[config.mk]
export PLATFORM = sky130hd
export DESIGN_NAME = multicycle_controller_flat
export DESIGN_NICKNAME = d
export VERILOG_FILES = /design/src/rtl/multicycle_controller_if.sv /design/src/rtl/multicycle_controller.sv /design/src/flat_wrapper.sv
export SDC_FILE = /design/constraint.sdc
export NUM_CORES = 1
export LEC_CHECK = 0
export CORE_MARGIN = 1
export CORE_UTILIZATION = 48
export DETAILED_ROUTE_END_ITERATION = 7
export PLACE_DENSITY = 0.81
export SYNTH_ARGS = -nofsm -noshare
export SYNTH_HDL_FRONTEND = slang
export SYNTH_SLANG_ARGS = --single-unit
[constraint.sdc]
create_clock -name clk -period 4.2 [get_ports clk]
set_input_delay 1.26 -clock clk [delete_from_list [all_inputs] [get_ports clk]]
set_output_delay 1.26 -clock clk [all_outputs]
set_load 0.01 [all_outputs]
[src/rtl/multicycle_controller_if.sv]
// Control bus between the multicycle controller and its datapath.
//   Instruction fields and status (op, funct3, funct7_5, Zero, mem_ready) flow datapath -> controller.
//   Mux selects, enables, retire pulse, instret count and halted flag flow controller -> datapath.
//   master: controller side; slave: datapath side.
interface multicycle_controller_if #(
  parameter int unsigned CNT_WIDTH = 32
);
  logic [6:0]           op;
  logic [2:0]           funct3;
  logic                 funct7_5;
  logic                 Zero;
  logic                 mem_ready;
  logic                 PCWrite;
  logic                 AdrSrc;
  logic                 MemWrite;
  logic                 IRWrite;
  logic [1:0]           ResultSrc;
  logic [1:0]           ALUSrcA;
  logic [1:0]           ALUSrcB;
  logic [2:0]           ALUControl;
  logic [1:0]           ImmSrc;
  logic                 RegWrite;
  logic                 retire;
  logic [CNT_WIDTH-1:0] instret;
  logic                 halted;

  modport master (
    input  op, funct3, funct7_5, Zero, mem_ready,
    output PCWrite, AdrSrc, MemWrite, IRWrite, ResultSrc, ALUSrcA, ALUSrcB, ALUControl, ImmSrc,
           RegWrite, retire, instret, halted
  );

  modport slave (
    output op, funct3, funct7_5, Zero, mem_ready,
    input  PCWrite, AdrSrc, MemWrite, IRWrite, ResultSrc, ALUSrcA, ALUSrcB, ALUControl, ImmSrc,
           RegWrite, retire, instret, halted
  );
endinterface

[src/rtl/multicycle_controller.sv]
// Moore FSM sequencing a shared-memory multicycle RV32I datapath (one ALU, one memory).
// Each instruction takes 3-5 states; memory states wait on mem_ready. Unknown opcodes or
// unsupported funct3 values park the FSM in a sticky trap until reset.
//   clk  : clock, all state updates on the rising edge
//   rst  : synchronous active-high reset
//   bus  : control bus (master side) -- instruction fields in, mux selects/enables out,
//          plus retire pulse, retired-instruction count (instret) and halted flag.
module multicycle_controller #(
  parameter int unsigned CNT_WIDTH = 32
) (
  input logic                      clk,
  input logic                      rst,
  multicycle_controller_if.master  bus
);
  localparam logic [3:0] StFetch    = 4'd0;
  localparam logic [3:0] StDecode   = 4'd1;
  localparam logic [3:0] StMemAdr   = 4'd2;
  localparam logic [3:0] StMemRead  = 4'd3;
  localparam logic [3:0] StMemWb    = 4'd4;
  localparam logic [3:0] StMemWrite = 4'd5;
  localparam logic [3:0] StExecR    = 4'd6;
  localparam logic [3:0] StExecI    = 4'd7;
  localparam logic [3:0] StAluWb    = 4'd8;
  localparam logic [3:0] StBranch   = 4'd9;
  localparam logic [3:0] StJal      = 4'd10;
  localparam logic [3:0] StTrap     = 4'd11;

  localparam logic [6:0] OpLoad   = 7'b0000011;
  localparam logic [6:0] OpStore  = 7'b0100011;
  localparam logic [6:0] OpR      = 7'b0110011;
  localparam logic [6:0] OpI      = 7'b0010011;
  localparam logic [6:0] OpBranch = 7'b1100011;
  localparam logic [6:0] OpJal    = 7'b1101111;

  logic [3:0]           state_q, state_d;
  logic [CNT_WIDTH-1:0] instret_q;
  logic                 halted_q;

  logic       alu_ok;
  logic [2:0] alu_dec;
  logic       pc_write, adr_src, mem_write, ir_write, reg_write, retire;
  logic [1:0] result_src, src_a, src_b, imm_src;
  logic [2:0] alu_ctl;

  // ALU operation for EXECR/EXECI; alu_ok=0 flags an unsupported funct3.
  always_comb begin
    alu_ok  = 1'b1;
    alu_dec = 3'b000;
    case (bus.funct3)
      3'b000:  alu_dec = (state_q == StExecR && bus.funct7_5) ? 3'b001 : 3'b000;
      3'b010:  alu_dec = 3'b101;
      3'b110:  alu_dec = 3'b011;
      3'b111:  alu_dec = 3'b010;
      default: alu_ok  = 1'b0;
    endcase
  end

  always_comb begin
    imm_src = 2'b00;
    case (bus.op)
      OpStore:  imm_src = 2'b01;
      OpBranch: imm_src = 2'b10;
      OpJal:    imm_src = 2'b11;
      default:  imm_src = 2'b00;
    endcase
  end

  always_comb begin
    state_d = state_q;
    case (state_q)
      StFetch:    if (bus.mem_ready) state_d = StDecode;
      StDecode: begin
        case (bus.op)
          OpLoad, OpStore: state_d = StMemAdr;
          OpR:             state_d = StExecR;
          OpI:             state_d = StExecI;
          OpBranch:        state_d = (bus.funct3[2:1] == 2'b00) ? StBranch : StTrap;
          OpJal:           state_d = StJal;
          default:         state_d = StTrap;
        endcase
      end
      StMemAdr:   state_d = (bus.op == OpLoad) ? StMemRead : StMemWrite;
      StMemRead:  if (bus.mem_ready) state_d = StMemWb;
      StMemWb:    state_d = StFetch;
      StMemWrite: if (bus.mem_ready) state_d = StFetch;
      StExecR,
      StExecI:    state_d = alu_ok ? StAluWb : StTrap;
      StAluWb:    state_d = StFetch;
      StBranch:   state_d = StFetch;
      StJal:      state_d = StAluWb;
      StTrap:     state_d = StTrap;
      default:    state_d = StFetch;
    endcase
  end

  always_comb begin
    pc_write   = 1'b0;
    adr_src    = 1'b0;
    mem_write  = 1'b0;
    ir_write   = 1'b0;
    reg_write  = 1'b0;
    retire     = 1'b0;
    result_src = 2'b00;
    src_a      = 2'b00;
    src_b      = 2'b00;
    alu_ctl    = 3'b000;
    case (state_q)
      StFetch: begin
        src_b      = 2'b10;
        result_src = 2'b10;
        ir_write   = bus.mem_ready;
        pc_write   = bus.mem_ready;
      end
      StDecode: begin
        src_a = 2'b01;
        src_b = 2'b01;
      end
      StMemAdr: begin
        src_a = 2'b10;
        src_b = 2'b01;
      end
      StMemRead:  adr_src = 1'b1;
      StMemWb: begin
        result_src = 2'b01;
        reg_write  = 1'b1;
        retire     = 1'b1;
      end
      StMemWrite: begin
        adr_src   = 1'b1;
        mem_write = 1'b1;
        retire    = bus.mem_ready;
      end
      StExecR: begin
        src_a   = 2'b10;
        alu_ctl = alu_dec;
      end
      StExecI: begin
        src_a   = 2'b10;
        src_b   = 2'b01;
        alu_ctl = alu_dec;
      end
      StAluWb: begin
        reg_write = 1'b1;
        retire    = 1'b1;
      end
      StBranch: begin
        src_a    = 2'b10;
        alu_ctl  = 3'b001;
        pc_write = (bus.funct3 == 3'b000) ? bus.Zero : ~bus.Zero;
        retire   = 1'b1;
      end
      StJal: begin
        src_a    = 2'b01;
        src_b    = 2'b10;
        pc_write = 1'b1;
      end
      default: ;
    endcase
  end

  // Enables are forced low during reset so an aborted instruction writes nothing.
  assign bus.PCWrite    = pc_write  & ~rst;
  assign bus.MemWrite   = mem_write & ~rst;
  assign bus.IRWrite    = ir_write  & ~rst;
  assign bus.RegWrite   = reg_write & ~rst;
  assign bus.retire     = retire    & ~rst;
  assign bus.AdrSrc     = adr_src;
  assign bus.ResultSrc  = result_src;
  assign bus.ALUSrcA    = src_a;
  assign bus.ALUSrcB    = src_b;
  assign bus.ALUControl = alu_ctl;
  assign bus.ImmSrc     = imm_src;
  assign bus.instret    = instret_q;
  assign bus.halted     = halted_q;

  always_ff @(posedge clk) begin
    if (rst) begin
      state_q   <= StFetch;
      instret_q <= '0;
      halted_q  <= 1'b0;
    end else begin
      state_q <= state_d;
      if (bus.retire) instret_q <= instret_q + CNT_WIDTH'(1);
      if (state_q == StTrap) halted_q <= 1'b1;
    end
  end
endmodule

[src/flat_wrapper.sv]
// flat-port wrapper written by rule: the top's interface ports become plain ports
module multicycle_controller_flat 
#(
  parameter int unsigned CNT_WIDTH = 32
)
  (clk, rst, bus_op, bus_funct3, bus_funct7_5, bus_Zero, bus_mem_ready, bus_PCWrite, bus_AdrSrc, bus_MemWrite, bus_IRWrite, bus_ResultSrc, bus_ALUSrcA, bus_ALUSrcB, bus_ALUControl, bus_ImmSrc, bus_RegWrite, bus_retire, bus_instret, bus_halted);
  multicycle_controller_if #(.CNT_WIDTH(CNT_WIDTH)) bus_i ();
  input logic clk;
  input logic rst;
  input wire logic [$bits(bus_i.op)-1:0] bus_op;
  input wire logic [$bits(bus_i.funct3)-1:0] bus_funct3;
  input wire logic [$bits(bus_i.funct7_5)-1:0] bus_funct7_5;
  input wire logic [$bits(bus_i.Zero)-1:0] bus_Zero;
  input wire logic [$bits(bus_i.mem_ready)-1:0] bus_mem_ready;
  output wire logic [$bits(bus_i.PCWrite)-1:0] bus_PCWrite;
  output wire logic [$bits(bus_i.AdrSrc)-1:0] bus_AdrSrc;
  output wire logic [$bits(bus_i.MemWrite)-1:0] bus_MemWrite;
  output wire logic [$bits(bus_i.IRWrite)-1:0] bus_IRWrite;
  output wire logic [$bits(bus_i.ResultSrc)-1:0] bus_ResultSrc;
  output wire logic [$bits(bus_i.ALUSrcA)-1:0] bus_ALUSrcA;
  output wire logic [$bits(bus_i.ALUSrcB)-1:0] bus_ALUSrcB;
  output wire logic [$bits(bus_i.ALUControl)-1:0] bus_ALUControl;
  output wire logic [$bits(bus_i.ImmSrc)-1:0] bus_ImmSrc;
  output wire logic [$bits(bus_i.RegWrite)-1:0] bus_RegWrite;
  output wire logic [$bits(bus_i.retire)-1:0] bus_retire;
  output wire logic [$bits(bus_i.instret)-1:0] bus_instret;
  output wire logic [$bits(bus_i.halted)-1:0] bus_halted;
  assign bus_i.op = bus_op;
  assign bus_i.funct3 = bus_funct3;
  assign bus_i.funct7_5 = bus_funct7_5;
  assign bus_i.Zero = bus_Zero;
  assign bus_i.mem_ready = bus_mem_ready;
  assign bus_PCWrite = bus_i.PCWrite;
  assign bus_AdrSrc = bus_i.AdrSrc;
  assign bus_MemWrite = bus_i.MemWrite;
  assign bus_IRWrite = bus_i.IRWrite;
  assign bus_ResultSrc = bus_i.ResultSrc;
  assign bus_ALUSrcA = bus_i.ALUSrcA;
  assign bus_ALUSrcB = bus_i.ALUSrcB;
  assign bus_ALUControl = bus_i.ALUControl;
  assign bus_ImmSrc = bus_i.ImmSrc;
  assign bus_RegWrite = bus_i.RegWrite;
  assign bus_retire = bus_i.retire;
  assign bus_instret = bus_i.instret;
  assign bus_halted = bus_i.halted;
  multicycle_controller #(.CNT_WIDTH(CNT_WIDTH)) u_core (.clk(clk), .rst(rst), .bus(bus_i));
endmodule
# Word level (Yosys, flattened, before mapping)
# Index checks and enable logic that the tools add are counted.
# totals
register_bits	37
inputBits	15
word_cells	72
# op_classes
add_sub_neg	1
n_eq_ne	23
muxes	23
bitwise	7
reduce_logical	15
# op_table
op	n
$add 32x1->32 const B	1
$pmux 4 s8	1
$pmux 4 s5	1
$eq 4x3->1 const B	4
$eq 4x4->1 const B	4
$eq 7x6->1 const B	2
$eq 7x7->1 const B	2
$mux 4	3
$pmux 2 s2	3
$pmux 3 s4	1
$reduce_or 2->1	6
$eq 4x2->1 const B	2
$reduce_or 4->1	2
$eq 7x2->1 const B	1
$eq 7x5->1 const B	1
$mux 1	7
$eq 3x3->1 const B	2
$ne 2x2->1 const B	3
$pmux 2 s3	1
$pmux 3 s2	1
$reduce_or 3->1	2
$and 1x1->1	5
$eq 4x1->1 const B	1
$logic_not 4->1	1
10 further kinds	12

# Depth between registers and ports, before layout
# Gate-level depths: netlist of run 1.
# depth
word_depth	5
ltp_mapped	9

# Worst setup path after synthesis of run 1
# Ideal clock, no wire load.
# synth_timing
path_type	input -> output
from	in rst
to	out bus_RegWrite
arrival_ps	2201
required_ps	2940
slack_ps	739
path_stages	3
n_path_buf	2
path_cell_list	clkbuf_1 > clkbuf_1 > a2111oi_0
# synth_between
elab_chain_len	2
# synth_rtl
element	line_no	text
from (decl)	flat_wrapper.sv:9	input logic rst;
$not 1->1	multicycle_controller.sv:165	assign bus.RegWrite = reg_write & ~rst;
$and 1x1->1	multicycle_controller.sv:165	
to (decl)	flat_wrapper.sv:24	output wire logic [$bits(bus_i.RegWrite)-1:0] bus_RegWrite;
# No other way between the ends.

# Worst setup path in the final report of run 1
# Same ends and word-level chain as after synthesis.

==> results of run 1 <==
metrics by stage:
step | cells | hold WS [ns] | total power [mW] | setup TNS, ns | utilization
final | 402 | 0.504 | 0.866 | 0 | 0.703
after CTS | 402 | 0.494 | 0.869 | 0 | 0.700
after floorplan | 278 | 0.505 | 0.474 | 0 | -
after global routing | 402 | 0.532 | 0.904 | 0 | 0.703
after global placement | 394 | 0.470 | 0.542 | -0.108 | 0.673
after detailed placement | 394 | 0.466 | 0.545 | -0.139 | 0.673
tightest hold or removal path, cell delays in order (launching register included):
cell	delay, ns
dfxtp_1	0.35
a31oi_1	0.05
nor2_1	0.07
power breakdown:
part / total [mW] / switching, mW / internal [mW]
clock network: 0.328 / 0.135 / 0.193
registers: 0.369 / 0.0127 / 0.356
logic: 0.169 / 0.0869 / 0.0825
total: 0.866 / 0.235 / 0.631
routing by layer:
metal	GRT usage	vias up	share of wire
li1	-	1156	-
met1	0.312	1049	0.45
met2	0.395	94	0.47
met3	0.0548	15	0.057
met4	0.0956	0	0.022
met5	0	-	0
registers in the layout (all words and copies together), names as in the netlist:
register            flops
u_core.bus.instret     32
u_core.state_q          4
u_core.bus.halted       1
area by class of cell:
cell class / count / area (um2)
multi-input cells: 217 / 1380
clock inverters: 2 / 37.5
clock buffers: 6 / 82.6
well taps: 52 / 65.1
fillers: 347 / 1310
inverters: 8 / 30.0
flip-flops and latches: 37 / 741
repair buffers: 80 / 763
kinds of logic (layout without fill, tap and decap cells):
| group | count (synthesis) | count (layout) | synth area share |
|---|---|---|---|
| adders and majority gates | 1 | 1 | 0.00558 |
| DFF | 37 | 37 | 0.331 |
| xor gates and xnor gates | 25 | 25 | 0.0977 |
| AOI/OAI and AO/OA | 48 | 48 | 0.142 |
| buffers and inverters | 24 | 96 | 0.0553 |
| and+or+nand+nor | 143 | 143 | 0.368 |
cell usage in the layout (no fill, tap or decap), drive strengths merged, types with 3 or more instances in the layout:
master,Yosys,final
nand2b,5,5
and4,5,5
a31oi,4,4
inv,8,8
dfxtp,37,37
nor3b,4,4
a21oi,16,16
xor2,8,8
xnor2,17,17
clkdlybuf4s50,0,60
nor4b,3,3
or3,4,4
nand2,20,20
a31o,3,3
clkbuf,10,6
o21ai,10,10
nand3,11,11
nor2,34,34
and3,4,4
buf,6,16
nand4,12,12
nor2b,4,4
nor4,13,13
nor3,15,15
worst max path at each step:
stage                          endpoint  slack [ns]  depth (start not counted)
after floorplan            bus_RegWrite        0.74                          3
after global placement      bus_PCWrite       -0.11                          7
after detailed placement    bus_PCWrite        -0.1                          7
after CTS                 bus_ImmSrc[0]      0.0007                          6
after global routing        bus_PCWrite        0.04                          7
final                      bus_RegWrite        0.13                          3
==> results.txt, run 1 <==
----------------------------------------------------
[Setup path]
  Worst-case register-to-register setup slack ... 2.02 ns
  Setup crit start ... rst
  Setup CP Type ... in -> out
  Sort of element at the end of the critical path ... primary output
  Worst path most repeated cell ... clkdlybuf4s50_1
  Launch instance of the worst register-to-register path ... u_core.state_q[2]$_SDFFE_PP0P_
  Worst path arrival time ... 2.81 ns
  Cell-by-cell listing of the critical path ... clkdlybuf4s50_1 > a2111oi_0 > clkdlybuf4s50_1
  Kind of start point of the critical path ... input port
  Cell family with most CP delay ... buffers and inverters
  Worst-path maximum fanout ... 2
  Worst reg2reg endpoint ... u_core.bus.instret[31]$_SDFFE_PP0P_
  Crit path max-delay cell type ... clkdlybuf4s50_1
  Delay of the slowest critical-path stage ... 0.64 ns
  Required time reported for the critical path endpoint ... 2.94 ns
  Number of buffer and inverter instances along the worst setup path ... 2
  Worst R2R Path Depth ... 7

[Synthesis]
  Number of distinct standard cells referenced by the synthesized netlist ... 51
  Net count after synthesis ... 294
  Cell types with the highest counts after synthesis ... dfxtp_1, nor2_1, nand2_1
  Post-synth EDFFs ... 0
  Post-synthesis async set-or-reset flop share ... 0
  Cell taking the most area after synthesis ... dfxtp_1
  Yosys reg bits ... 37
  Fraction of synthesized cell area taken by the top area cell type ... 0.331
  Flip-flop cell with the highest count after synthesis ... dfxtp_1
  Synthesized area divided by synthesized cell count ... 8.06 um2
  Count of yosys warnings during synthesis ... 0
  Cell area after synthesis ... 0.00224 mm2
  Most numerous cell in the Yosys netlist ... dfxtp_1
  Share of synthesized area occupied by flip-flops and latches ... 0.331
  Top cells by area in the synthesized netlist ... dfxtp_1, xnor2_1, nor2_1, a21oi_1, nand2_1
  Synth Instances ... 278

[Die]
  Horiz. Die Dim ... 70.3 um
  Starting density of the core ... 0.508
  Die area ... 0.00495 mm2
  I/O pin total ... 65
  Number of standard-cell rows in the floorplan ... 24
  Placeable core area ... 0.00441 mm2
  Die height ... 70.3 um

[Place]
  Place WS ... -0.0967 ns
  PortBufs ... 64
  Post-DP Area ... 0.00297 mm2
  HPWL after detailed placement ... 4010 um
  Weighted congestion reported at the end of routability-driven placement ... 0.911

[Global routing]
  Global-route wire length before repair ... 9800 um
  Initial antenna violation count ... 0
  Sum of overflow across all layers after global routing ... 0
  Global-route usage over all layers ... 0.244
  Pin count of the biggest net entering global routing ... 39
  Number of global-route vias before repair ... 2165

[Timing]
  Highest clock rate ... 0.246 GHz
  Setup clock skew after layout ... 0.00470 ns
  Number of max-slew violations in the final report ... 0
  Hold violation total from the final report ... 0
  Max-slew headroom ... 0.621
  Post-route fraction of the period consumed by the critical path ... 0.970
  Finish-stage setup viols ... 0
  Final critical-path setup slack ... 0.127 ns
  Tightest Pin Transition ... 0.555 ns
  RSZ-0062 raised after global routing ... false
  Post-route minimum period ... 4.07 ns

[Drt]
  Detailed-route via count ... 2314
  Average routed wire per standard cell ... 14.0 um
  Residual DRC ... 0
  1st-iter DRT viols ... 123
  Total Wirelength ... 5640 um
  Number of nets still failing antenna checks after routing ... 0
  Per-cell via count in the routed design ... 5.76
  First-pass detailed-route iteration total ... 4

[Power and ir drop]
  Maximum resistive drop on vdd ... 0.153 mV
  Static leakage ... 1.07 nW
  Power per cell area ... 279 mW/mm2

[Worst hold path]
  Hold Path Depth ... 2
  WHS Endpoint ... u_core.bus.halted$_SDFFE_PP0N_
  Hold Crit Class ... reg -> reg
  Hold path start ... u_core.bus.halted$_SDFFE_PP0N_

[Clock tree]
  Clock buffer count from CTS ... 5
  Post-CTS Hold Buffers ... 0
  Cells resized by post-CTS repair ... 2
  Clock tree from TritonCTS ... done
  Later-pin clock latency in the skew report ... 0.29 ns
  Number of buffers inserted to repair setup after CTS ... 0
  Total clock sinks ... 37
  Longest Clk Path Bufs ... 2
  Max H-tree Level ... 2
  Post-CTS clock slew at the launch and capture registers of the worst setup and hold paths ... 0.08 ns
  Clock root cell ... clkbuf_8

[Finish]
  Finished layout cell area ... 0.00310 mm2
  Share of post-route cells with drive strength above 1 ... 0.114
  Layout Nets ... 365
  Antenna Diode Count ... 0
  Area added between synthesis and finish ... 38.4%

[Job]
  Max-Cap Viols ... 0

[Outcome]
  Result of the run ... finished clean

----------------------------------------------------
Power figures use the tool's default switching activity.
==> run 2, diff against run 1 <==
--- a/config.mk
+++ b/config.mk
@@ -5,10 +5,14 @@
 export SDC_FILE = /design/constraint.sdc
 export NUM_CORES = 1
 export LEC_CHECK = 0
+export CELL_PAD_IN_SITES_DETAIL_PLACEMENT = 1
+export CELL_PAD_IN_SITES_GLOBAL_PLACEMENT = 2
 export CORE_MARGIN = 1
-export CORE_UTILIZATION = 48
+export CORE_UTILIZATION = 38
 export DETAILED_ROUTE_END_ITERATION = 7
-export PLACE_DENSITY = 0.81
+export DONT_BUFFER_PORTS = 1
+export PLACE_DENSITY_LB_ADDON = 0.1
+export SLEW_MARGIN = 20
 export SYNTH_ARGS = -nofsm -noshare
 export SYNTH_HDL_FRONTEND = slang
 export SYNTH_SLANG_ARGS = --single-unit
==> results.txt, run 2 (same netlist as run 1, synthesis figures left out) <==
----------------------------------------------------
[Clock tree]
  Cells resized by post-CTS repair ... 0
  Number of buffers inserted to repair setup after CTS ... 0
  Post-CTS clock slew at the launch and capture registers of the worst setup and hold paths ... 0.08 ns
  Clock root cell ... clkbuf_8
  Max H-tree Level ... 2
  Longest Clk Path Bufs ... 2
  Total clock sinks ... 37
  Clock tree from TritonCTS ... done
  Later-pin clock latency in the skew report ... 0.29 ns
  Clock buffer count from CTS ... 5
  Post-CTS Hold Buffers ... 0

[Outcome]
  Result of the run ... finished clean

[Drt]
  Per-cell via count in the routed design ... 5.97
  Met1 routed wirelength after detailed routing ... 2930 um
  Residual DRC ... 0
  Number of nets still failing antenna checks after routing ... 0
  First-pass detailed-route iteration total ... 4
  Total Wirelength ... 6050 um
  Detailed-route via count ... 2059
  Met2 routed WL ... 2710 um
  Average routed wire per standard cell ... 17.5 um
  1st-iter DRT viols ... 87
  Met3 routed WL ... 333 um
  Uppermost layer routed ... met4

[Timing]
  Hold violation total from the final report ... 0
  Highest clock rate ... 0.291 GHz
  Setup clock skew after layout ... 0.00635 ns
  Number of max-slew violations in the final report ... 0
  Final critical-path setup slack ... 0.766 ns
  Finish-stage setup viols ... 0
  Max-slew headroom ... 0.403
  Post-route fraction of the period consumed by the critical path ... 0.818
  Tightest Pin Transition ... 0.872 ns
  Hold slack ... 0.543 ns
  RSZ-0062 raised after global routing ... false
  Total Neg Setup Slack ... 0 ns
  Post-route minimum period ... 3.43 ns

[Finish]
  Antenna Diode Count ... 0
  Layout Nets ... 288
  Leading cell type in the layout, fill and taps excluded ... dfxtp_1
  Final Instance Count excl. Fillers ... 345
  Commonest cells after routing, fill and taps aside ... dfxtp_1, nor2_1, nand2_1
  Area added between synthesis and finish ... 6.03%
  Share of post-route cells with drive strength above 1 ... 0.0916
  Number of flip-flops in the largest register ... 32

[Die]
  Placeable core area ... 0.00561 mm2
  Number of standard-cell rows in the floorplan ... 27
  Horiz. Die Dim ... 78.8 um
  Starting density of the core ... 0.400
  I/O pin total ... 65
  Die height ... 78.8 um
  Die area ... 0.00621 mm2

[Global routing]
  Pin count of the biggest net entering global routing ... 45
  Global-route usage over all layers ... 0.205
  Number of global-route vias before repair ... 2061
  Initial antenna violation count ... 0
  Global-route wire length before repair ... 10100 um
  Sum of overflow across all layers after global routing ... 0

[Power and ir drop]
  Static leakage ... 0.735 nW
  Maximum resistive drop on vdd ... 0.207 mV
  Power per cell area ... 338 mW/mm2
  Net switching fraction of the power ... 0.267
  Switching power summed over all nets ... 0.214 mW
  Part of the total power dissipated in sequential elements ... 0.463
  Power share of the combinational group ... 0.132
  Internal ... 0.588 mW
  Clock Power Share ... 0.405
  Post-layout power ... 0.803 mW

[Job]
  Max-Cap Viols ... 0

[Place]
  PortBufs ... 0
  Place WS ... 0.761 ns
  Weighted congestion reported at the end of routability-driven placement ... 0.769
  Cell total after placement ... 337
  HPWL after detailed placement ... 4190 um

[Setup path]
  Worst-path maximum fanout ... 5
  Crit path max-delay cell type ... nor3_1
  Delay of the slowest critical-path stage ... 0.32 ns
  Required time reported for the critical path endpoint ... 2.94 ns
  Kind of start point of the critical path ... input port
  Setup CP Type ... in -> out
  Worst path arrival time ... 2.17 ns
  Cell-by-cell listing of the critical path ... inv_1 > or3_1 > a21oi_1 > a31oi_1 > nor3_1
  Sort of element at the end of the critical path ... primary output

[Worst hold path]
  Hold Crit Class ... reg -> reg

----------------------------------------------------
run 2: stage by stage:
step	util	cell area [um2]
detailed placement	0.403	2260
global placement	0.403	2260
CTS	0.424	2380
finish	0.424	2380
floorplan	-	2240
global route	0.424	2380
run 2: metal layers:
layer  GRT usage  vias up
met2       0.323       49
met3      0.0632        9
li1            -      995
met4      0.0685        0
met1       0.264     1006
met5           0        -
run 2: worst paths after layout:
kind | from | endpoint | slack [ns] | depth (start not counted)
min reg2reg | u_core.bus.instret[30]$_SDFFE_PP0P_ | u_core.bus.instret[30]$_SDFFE_PP0P_ | 0.54 | 2
max reg2reg | u_core.state_q[3]$_SDFFE_PP0P_ | u_core.bus.instret[30]$_SDFFE_PP0P_ | 2.04 | 6
min | u_core.bus.instret[30]$_SDFFE_PP0P_ | u_core.bus.instret[30]$_SDFFE_PP0P_ | 0.54 | 2
max | bus_mem_ready | bus_PCWrite | 0.77 | 5
run 2: power groups by stage:
stage | clock network (mW) | registers [mW] | logic [mW]
after floorplan | 0 | 0.370 | 0.105
after global placement | 0 | 0.380 | 0.107
after detailed placement | 0 | 0.380 | 0.107
after CTS | 0.333 | 0.372 | 0.107
after global routing | 0.347 | 0.374 | 0.118
final | 0.325 | 0.371 | 0.106
run 2: critical path: cells and delay by family:
kind,cells,cell delay [ns]
compound gates,2,0.22
simple gates,2,0.63
buf+inv,1,0.06
run 2: final cells by class:
class                   count  area, um2
fillers                   712       3230
multi-input cells         217       1380
flip-flops and latches     37        741
well taps                  72       90.1
clock buffers               7       86.3
clock inverters             1       30.0
inverters                   8       30.0
repair buffers              3       22.5
